$ cat config.mk
export PLATFORM = sky130hd
export DESIGN_NAME = ex_mem_stage
export DESIGN_NICKNAME = d
export VERILOG_FILES = /design/src/rtl/ex_mem_stage.sv
export SDC_FILE = /design/constraint.sdc
export NUM_CORES = 1
export LEC_CHECK = 0
export ABC_AREA = 1
export BUFFER_PORTS_ARGS = -buffer_cell sky130_fd_sc_hd__buf_2
export CAP_MARGIN = 30
export CORE_MARGIN = 1.5
export CORE_UTILIZATION = 46
export DETAILED_ROUTE_END_ITERATION = 8
export GPL_TIMING_DRIVEN = 0
export PLACE_DENSITY = 0.88
export SETUP_SLACK_MARGIN = 0.15
export SYNTH_ARGS = -nofsm -noshare
export SYNTH_HDL_FRONTEND = slang
export SYNTH_SLANG_ARGS = --single-unit
$ cat constraint.sdc
create_clock -name Clk -period 1.94 [get_ports Clk]
set_clock_uncertainty 0.15 [all_clocks]
set_input_delay 0.097 -clock Clk [delete_from_list [all_inputs] [get_ports Clk]]
set_output_delay 0.097 -clock Clk [all_outputs]
set_load 0.1 [all_outputs]
$ cat src/rtl/ex_mem_stage.sv
// EX/MEM pipeline stage: registers the ALU result and control bits for MEM,
// resolves conditional branches, builds store lanes/byte enables, gates
// misaligned accesses and squashes the wrong-path slot after a taken branch.
module ex_mem_stage #(
  parameter int DATA_W = 32,
  parameter int CNT_W  = 16
) (
  input  logic              Clk,
  input  logic              Reset,
  input  logic              Stall,
  input  logic              Flush,
  input  logic              ValidIn,
  input  logic [DATA_W-1:0] ALUResult,
  input  logic              Zero,
  input  logic [2:0]        BranchType,
  input  logic [DATA_W-1:0] BranchTarget,
  input  logic [DATA_W-1:0] RtData,
  input  logic              MemRead,
  input  logic              MemWrite,
  input  logic              RegWrite,
  input  logic              MemToReg,
  input  logic [1:0]        MemSize,
  input  logic [4:0]        WriteReg,
  output logic              ValidOut,
  output logic [DATA_W-1:0] ALUResultOut,
  output logic [DATA_W-1:0] StoreData,
  output logic [3:0]        ByteEn,
  output logic              MemReadOut,
  output logic              MemWriteOut,
  output logic              RegWriteOut,
  output logic              MemToRegOut,
  output logic [1:0]        MemSizeOut,
  output logic [4:0]        WriteRegOut,
  output logic              PCSrc,
  output logic [DATA_W-1:0] BranchTargetOut,
  output logic              MisalignErr,
  output logic [CNT_W-1:0]  TakenCount
);

  localparam logic [2:0] BR_BEQ  = 3'b001;
  localparam logic [2:0] BR_BNE  = 3'b010;
  localparam logic [2:0] BR_BGEZ = 3'b011;
  localparam logic [2:0] BR_BGTZ = 3'b100;
  localparam logic [2:0] BR_BLEZ = 3'b101;
  localparam logic [2:0] BR_BLTZ = 3'b110;

  localparam logic [1:0] SZ_HALF = 2'b01;
  localparam logic [1:0] SZ_BYTE = 2'b10;

  logic              valid_q, valid_d;
  logic [DATA_W-1:0] alu_q, alu_d;
  logic [DATA_W-1:0] sdata_q, sdata_d;
  logic [3:0]        be_q, be_d;
  logic              mrd_q, mrd_d;
  logic              mwr_q, mwr_d;
  logic              rwr_q, rwr_d;
  logic              m2r_q, m2r_d;
  logic [1:0]        size_q, size_d;
  logic [4:0]        wreg_q, wreg_d;
  logic              pcsrc_q, pcsrc_d;
  logic [DATA_W-1:0] btgt_q, btgt_d;
  logic              mis_q, mis_d;
  logic [CNT_W-1:0]  cnt_q, cnt_d;

  logic              eff_valid;
  logic              taken;
  logic              misalign;
  logic [1:0]        addr_lo;
  logic [DATA_W-1:0] lane_data;
  logic [3:0]        lane_be;

  // Branch resolution, misalignment and store-lane generation from EX inputs
  always_comb begin
    addr_lo   = ALUResult[1:0];
    // The slot presented while a redirect is outstanding is wrong-path.
    eff_valid = ValidIn & ~Flush & ~pcsrc_q;

    taken = 1'b0;
    case (BranchType)
      BR_BEQ:  taken = Zero;
      BR_BNE:  taken = ~Zero;
      BR_BGEZ, BR_BGTZ, BR_BLEZ, BR_BLTZ: taken = ALUResult[0];
      default: taken = 1'b0;
    endcase

    // Reserved size 11 behaves as a word access.
    case (MemSize)
      SZ_HALF: begin
        misalign  = addr_lo[0];
        lane_data = {2{RtData[15:0]}};
        lane_be   = addr_lo[1] ? 4'b1100 : 4'b0011;
      end
      SZ_BYTE: begin
        misalign  = 1'b0;
        lane_data = {4{RtData[7:0]}};
        lane_be   = 4'b0001 << addr_lo;
      end
      default: begin
        misalign  = (addr_lo != 2'b00);
        lane_data = RtData;
        lane_be   = 4'b1111;
      end
    endcase
  end

  // Next-state for all stage registers; bubbles clear control, hold data
  always_comb begin
    valid_d = valid_q;
    alu_d   = alu_q;
    sdata_d = sdata_q;
    be_d    = be_q;
    mrd_d   = mrd_q;
    mwr_d   = mwr_q;
    rwr_d   = rwr_q;
    m2r_d   = m2r_q;
    size_d  = size_q;
    wreg_d  = wreg_q;
    pcsrc_d = pcsrc_q;
    btgt_d  = btgt_q;
    mis_d   = mis_q;
    cnt_d   = cnt_q;

    if (eff_valid) begin
      valid_d = 1'b1;
      alu_d   = ALUResult;
      sdata_d = lane_data;
      mrd_d   = MemRead & ~misalign;
      mwr_d   = MemWrite & ~misalign;
      be_d    = (MemWrite & ~misalign) ? lane_be : 4'b0000;
      rwr_d   = RegWrite;
      m2r_d   = MemToReg;
      size_d  = MemSize;
      wreg_d  = WriteReg;
      pcsrc_d = taken;
      btgt_d  = BranchTarget;
      if ((MemRead | MemWrite) & misalign)
        mis_d = 1'b1;
      if (taken && (cnt_q != {CNT_W{1'b1}}))
        cnt_d = cnt_q + CNT_W'(1);
    end else begin
      valid_d = 1'b0;
      mrd_d   = 1'b0;
      mwr_d   = 1'b0;
      be_d    = 4'b0000;
      rwr_d   = 1'b0;
      m2r_d   = 1'b0;
      pcsrc_d = 1'b0;
    end
  end

  // Stage registers: reset clears everything, stall holds everything
  always_ff @(posedge Clk) begin
    if (Reset) begin
      valid_q <= 1'b0;
      alu_q   <= '0;
      sdata_q <= '0;
      be_q    <= 4'b0000;
      mrd_q   <= 1'b0;
      mwr_q   <= 1'b0;
      rwr_q   <= 1'b0;
      m2r_q   <= 1'b0;
      size_q  <= 2'b00;
      wreg_q  <= 5'd0;
      pcsrc_q <= 1'b0;
      btgt_q  <= '0;
      mis_q   <= 1'b0;
      cnt_q   <= '0;
    end else if (!Stall) begin
      valid_q <= valid_d;
      alu_q   <= alu_d;
      sdata_q <= sdata_d;
      be_q    <= be_d;
      mrd_q   <= mrd_d;
      mwr_q   <= mwr_d;
      rwr_q   <= rwr_d;
      m2r_q   <= m2r_d;
      size_q  <= size_d;
      wreg_q  <= wreg_d;
      pcsrc_q <= pcsrc_d;
      btgt_q  <= btgt_d;
      mis_q   <= mis_d;
      cnt_q   <= cnt_d;
    end
  end

  assign ValidOut        = valid_q;
  assign ALUResultOut    = alu_q;
  assign StoreData       = sdata_q;
  assign ByteEn          = be_q;
  assign MemReadOut      = mrd_q;
  assign MemWriteOut     = mwr_q;
  assign RegWriteOut     = rwr_q;
  assign MemToRegOut     = m2r_q;
  assign MemSizeOut      = size_q;
  assign WriteRegOut     = wreg_q;
  assign PCSrc           = pcsrc_q;
  assign BranchTargetOut = btgt_q;
  assign MisalignErr     = mis_q;
  assign TakenCount      = cnt_q;

endmodule

==> flow_summary_export.csv <==
group,metric,value,unit
outcome,run_status,"finished clean",
grt,overflow,0,
sta,tightestPinTransition,0.595,ns
pwr,intPower,5.74,mW
logic_synthesis,synth_top_area_cell,"dfxtp_1",
logic_synthesis,synth_seq_cells,130,
placement,pre_cts_ws,-0.132,ns
sta,slew_headroom,0.604,
pwr,p_leak,4.14,nW
sta,fin_ws,0.167,ns
floorplanning,core_area,11000,um2
placement,dp_hpwl,12200,um
routing,drc,0,
critical_path,required,2.10,ns
floorplanning,die-area,12000,um2
finish,drive_gt1_frac,0.303,
logic_synthesis,syn-num-nets,831,
logic_synthesis,synthTopCellsByArea,"dfxtp_1, nor2_1, o21ai_0, a21oi_1, nand2_1",
routing,via_per_inst,5.58,
cts,cts_made_buffers,17,
grt,grtUsageTotal,0.375,
critical_path,arrival,1.93,ns
finish,fillers,679,
critical_path,cp-start-kind,"flip-flop",
finish,nNetsFinal,1210,
worst_hold_path,hold_class,"in2reg",
sta,fin_crit_sh,0.914,
pwr,p_per_area,973,nW/um2
logic_synthesis,synth-main-ff-cell,"dfxtp_1",
cts,clk_pin_slew,0.06,ns
sta,hold_viol,0,
critical_path,endpoint_kind,"flip-flop",
routing,ant_nets,0,
grt,antenna_found_initial,1,
finish,syn_to_final_growth,64.3,%
pwr,combPwrFrac,0.209,
routing,wl_per_cell,18.3,um
placement,gp_congestion,0.917,
logic_synthesis,postSynthAreaPerCell,7.35,um2
sta,finalSetupViolCount,0,
pwr,p_switching,2.63,mW
sta,max_freq,564,MHz
cts,cts.path.max_buffers,2,
routing,vias,6953,
cts,clock-sinks,130,
critical_path,cp_max_fo,10,
routing,firstDrtPassIters,6,
logic_synthesis,synthesis.instances,712,
routing,drt_iter0_markers,857,
logic_synthesis,synth_edf_count,0,
grt,grt_max_degree,17,
floorplanning,rows,38,
cts,cts-root-buf,"clkbuf_16",
logic_synthesis,synth_area,5240,um2
sta,period_needed,1.77,ns
pwr,pwr-share-seq,0.340,
pwr,p_sw_frac,0.314,
worst_hold_path,min_from,"ValidIn",
pwr,vdd_ir_drop_max,946,uV
placement,place.port_buffers,244,
critical_path,startpoint,"PCSrc$_SDFFE_PP0N_",
finish,seq_area,2650,um2
pwr,power_frac_clock,0.451,
job,maxCapViolations,0,
floorplanning,die_h,110,um
grt,grt_pass1_wl,34100,um
routing,wirelength,22800,um
floorplanning,initial_core_util,0.477,
logic_synthesis,synth_cell_type_count,27,
logic_synthesis,synthArstFlopShare,0,
critical_path,path_class,"reg2reg",
sta,slew_viol_final,0,
sta,final.setup.tns,0,ns
cts,cts_tree,"built",
cts,clk_latency,0.40,ns
floorplanning,ios,246,
logic_synthesis,yosysWarnings,0,
logic_synthesis,synth_commonest_cells,"nor2_1, dfxtp_1, o21ai_0",
finish,multiInputGateArea,2370,um2
critical_path,r2r_start,"PCSrc$_SDFFE_PP0N_",
grt,grt_pass1_vias,6830,
cts,ctsHtreeMaxLevel,4,
sta,rsz0062_at_grt,"true",
logic_synthesis,synth.most_common_cell,"nor2_1",
floorplanning,die-width,110,um
logic_synthesis,synth_top_cell_area_share,0.497,
logic_synthesis,seq_area_frac_synth,0.497,
==> power groups by stage <==
stage / Combinational [mW] / Sequential, mW / Clock [mW]
after floorplan: 0.279 / 3.74 / 0
after global placement: 1.48 / 2.88 / 0
after detailed placement: 1.49 / 2.89 / 0
after CTS: 1.66 / 2.83 / 3.77
after global routing: 1.82 / 2.85 / 3.90
final: 1.75 / 2.85 / 3.77
==> registers in the layout, summed over array words and instances, names as in the netlist <==
register,count
PCSrc,1
RegWriteOut,1
MisalignErr,1
MemSizeOut,2
WriteRegOut,5
ValidOut,1
MemWriteOut,1
StoreData,32
MemToRegOut,1
ALUResultOut,32
BranchTargetOut,32
ByteEn,4
MemReadOut,1
TakenCount,16
==> layout make-up <==
type                            count  share of cell area
Sequential cell                   130               0.308
Multi-Input combinational cell    511               0.276
Inverter                           25              0.0113
Antenna cell                        1            0.000291
Clock inverter                     11              0.0256
Buffer                             46              0.0265
Tap cell                          140              0.0204
Clock buffer                       21              0.0548
Timing Repair Buffer              360               0.277
==> critical path: stages (launching register included) <==
cell	delay [ns]
dfxtp_2	0.33
inv_1	0.05
nand2_1	0.05
nor2_2	0.12
buf_6	0.18
clkbuf_1	0.37
o21ai_0	0.18
nor2_1	0.24
==> metal layers <==
| layer | global-route usage | part of all wire |
|---|---|---|
| met1 | 0.421 | 0.35 |
| met2 | 0.621 | 0.48 |
| met3 | 0.111 | 0.11 |
| met4 | 0.233 | 0.062 |
| met5 | 0 | 0 |
==> cell usage in the layout (no fill, tap or decap), types with 2 or more instances in the layout <==
cell type | Yosys | final
inv_6 | 0 | 2
ha_1 | 3 | 2
nand3_1 | 23 | 23
dfxtp_4 | 0 | 12
clkbuf_1 | 38 | 24
clkbuf_16 | 0 | 19
inv_1 | 21 | 21
clkbuf_2 | 0 | 14
a21oi_1 | 79 | 78
o21ai_0 | 107 | 107
dfxtp_1 | 130 | 113
o21ai_1 | 3 | 3
nand3b_1 | 2 | 2
inv_2 | 3 | 3
nand4_1 | 5 | 5
buf_4 | 1 | 9
clkinvlp_4 | 0 | 2
bufinv_16 | 0 | 6
xor2_1 | 3 | 3
nand2_2 | 2 | 2
nor2_1 | 173 | 172
dfxtp_2 | 0 | 5
a22o_1 | 8 | 8
buf_2 | 5 | 247
xnor2_1 | 4 | 4
nand2_1 | 91 | 91
dlygate4sd3_1 | 0 | 109
nor2_4 | 2 | 3
nor2_2 | 2 | 2
o31ai_1 | 2 | 2
==> cell families after synthesis <==
group                      Yosys count  share of synthesized area
xor gates and xnor gates             7                     0.0117
and+or+nand+nor                    301                      0.231
adders and majority gates            3                    0.00717
buffers and inverters               71                     0.0543
AOI/OAI and AO/OA                  200                      0.198
DFF                                130                      0.497
==> path summary, 6_finish.rpt <==
check	to	slack, ns	cells after the start
setup / recovery	BranchTargetOut[0]$_SDFFE_PP0P_	0.17	7
hold / removal	PCSrc$_SDFFE_PP0N_	0.06	5
setup reg to reg	BranchTargetOut[0]$_SDFFE_PP0P_	0.17	7
hold reg to reg	MisalignErr$_SDFFE_PP0P_	0.30	2
==> what timing repair did <==
item / in CTS / in global routing
buffers inserted: 0 / 6
hold buffers: 109 / 0
cloned: 0 / 1
hold endpoints to repair: 114 / 0
setup endpoints to repair: 66 / 120
resized for setup: 6 / 36
pin swaps: 0 / 4
==> through the flow <==
step	cell area [um2]	hold WS, ns	utilization	cells	total power, mW
2_1_floorplan	5300	0.0819	-	712	4.02
3_3_place_gp	6700	0.167	0.610	1096	4.36
3_5_place_dp	6700	0.176	0.610	1096	4.37
4_1_cts	8490	0.0389	0.773	1237	8.26
5_1_grt	8600	0.0664	0.783	1245	8.56
6_report	8600	0.0617	0.783	1245	8.37
Note: power is estimated with default switching activity, not from simulation.
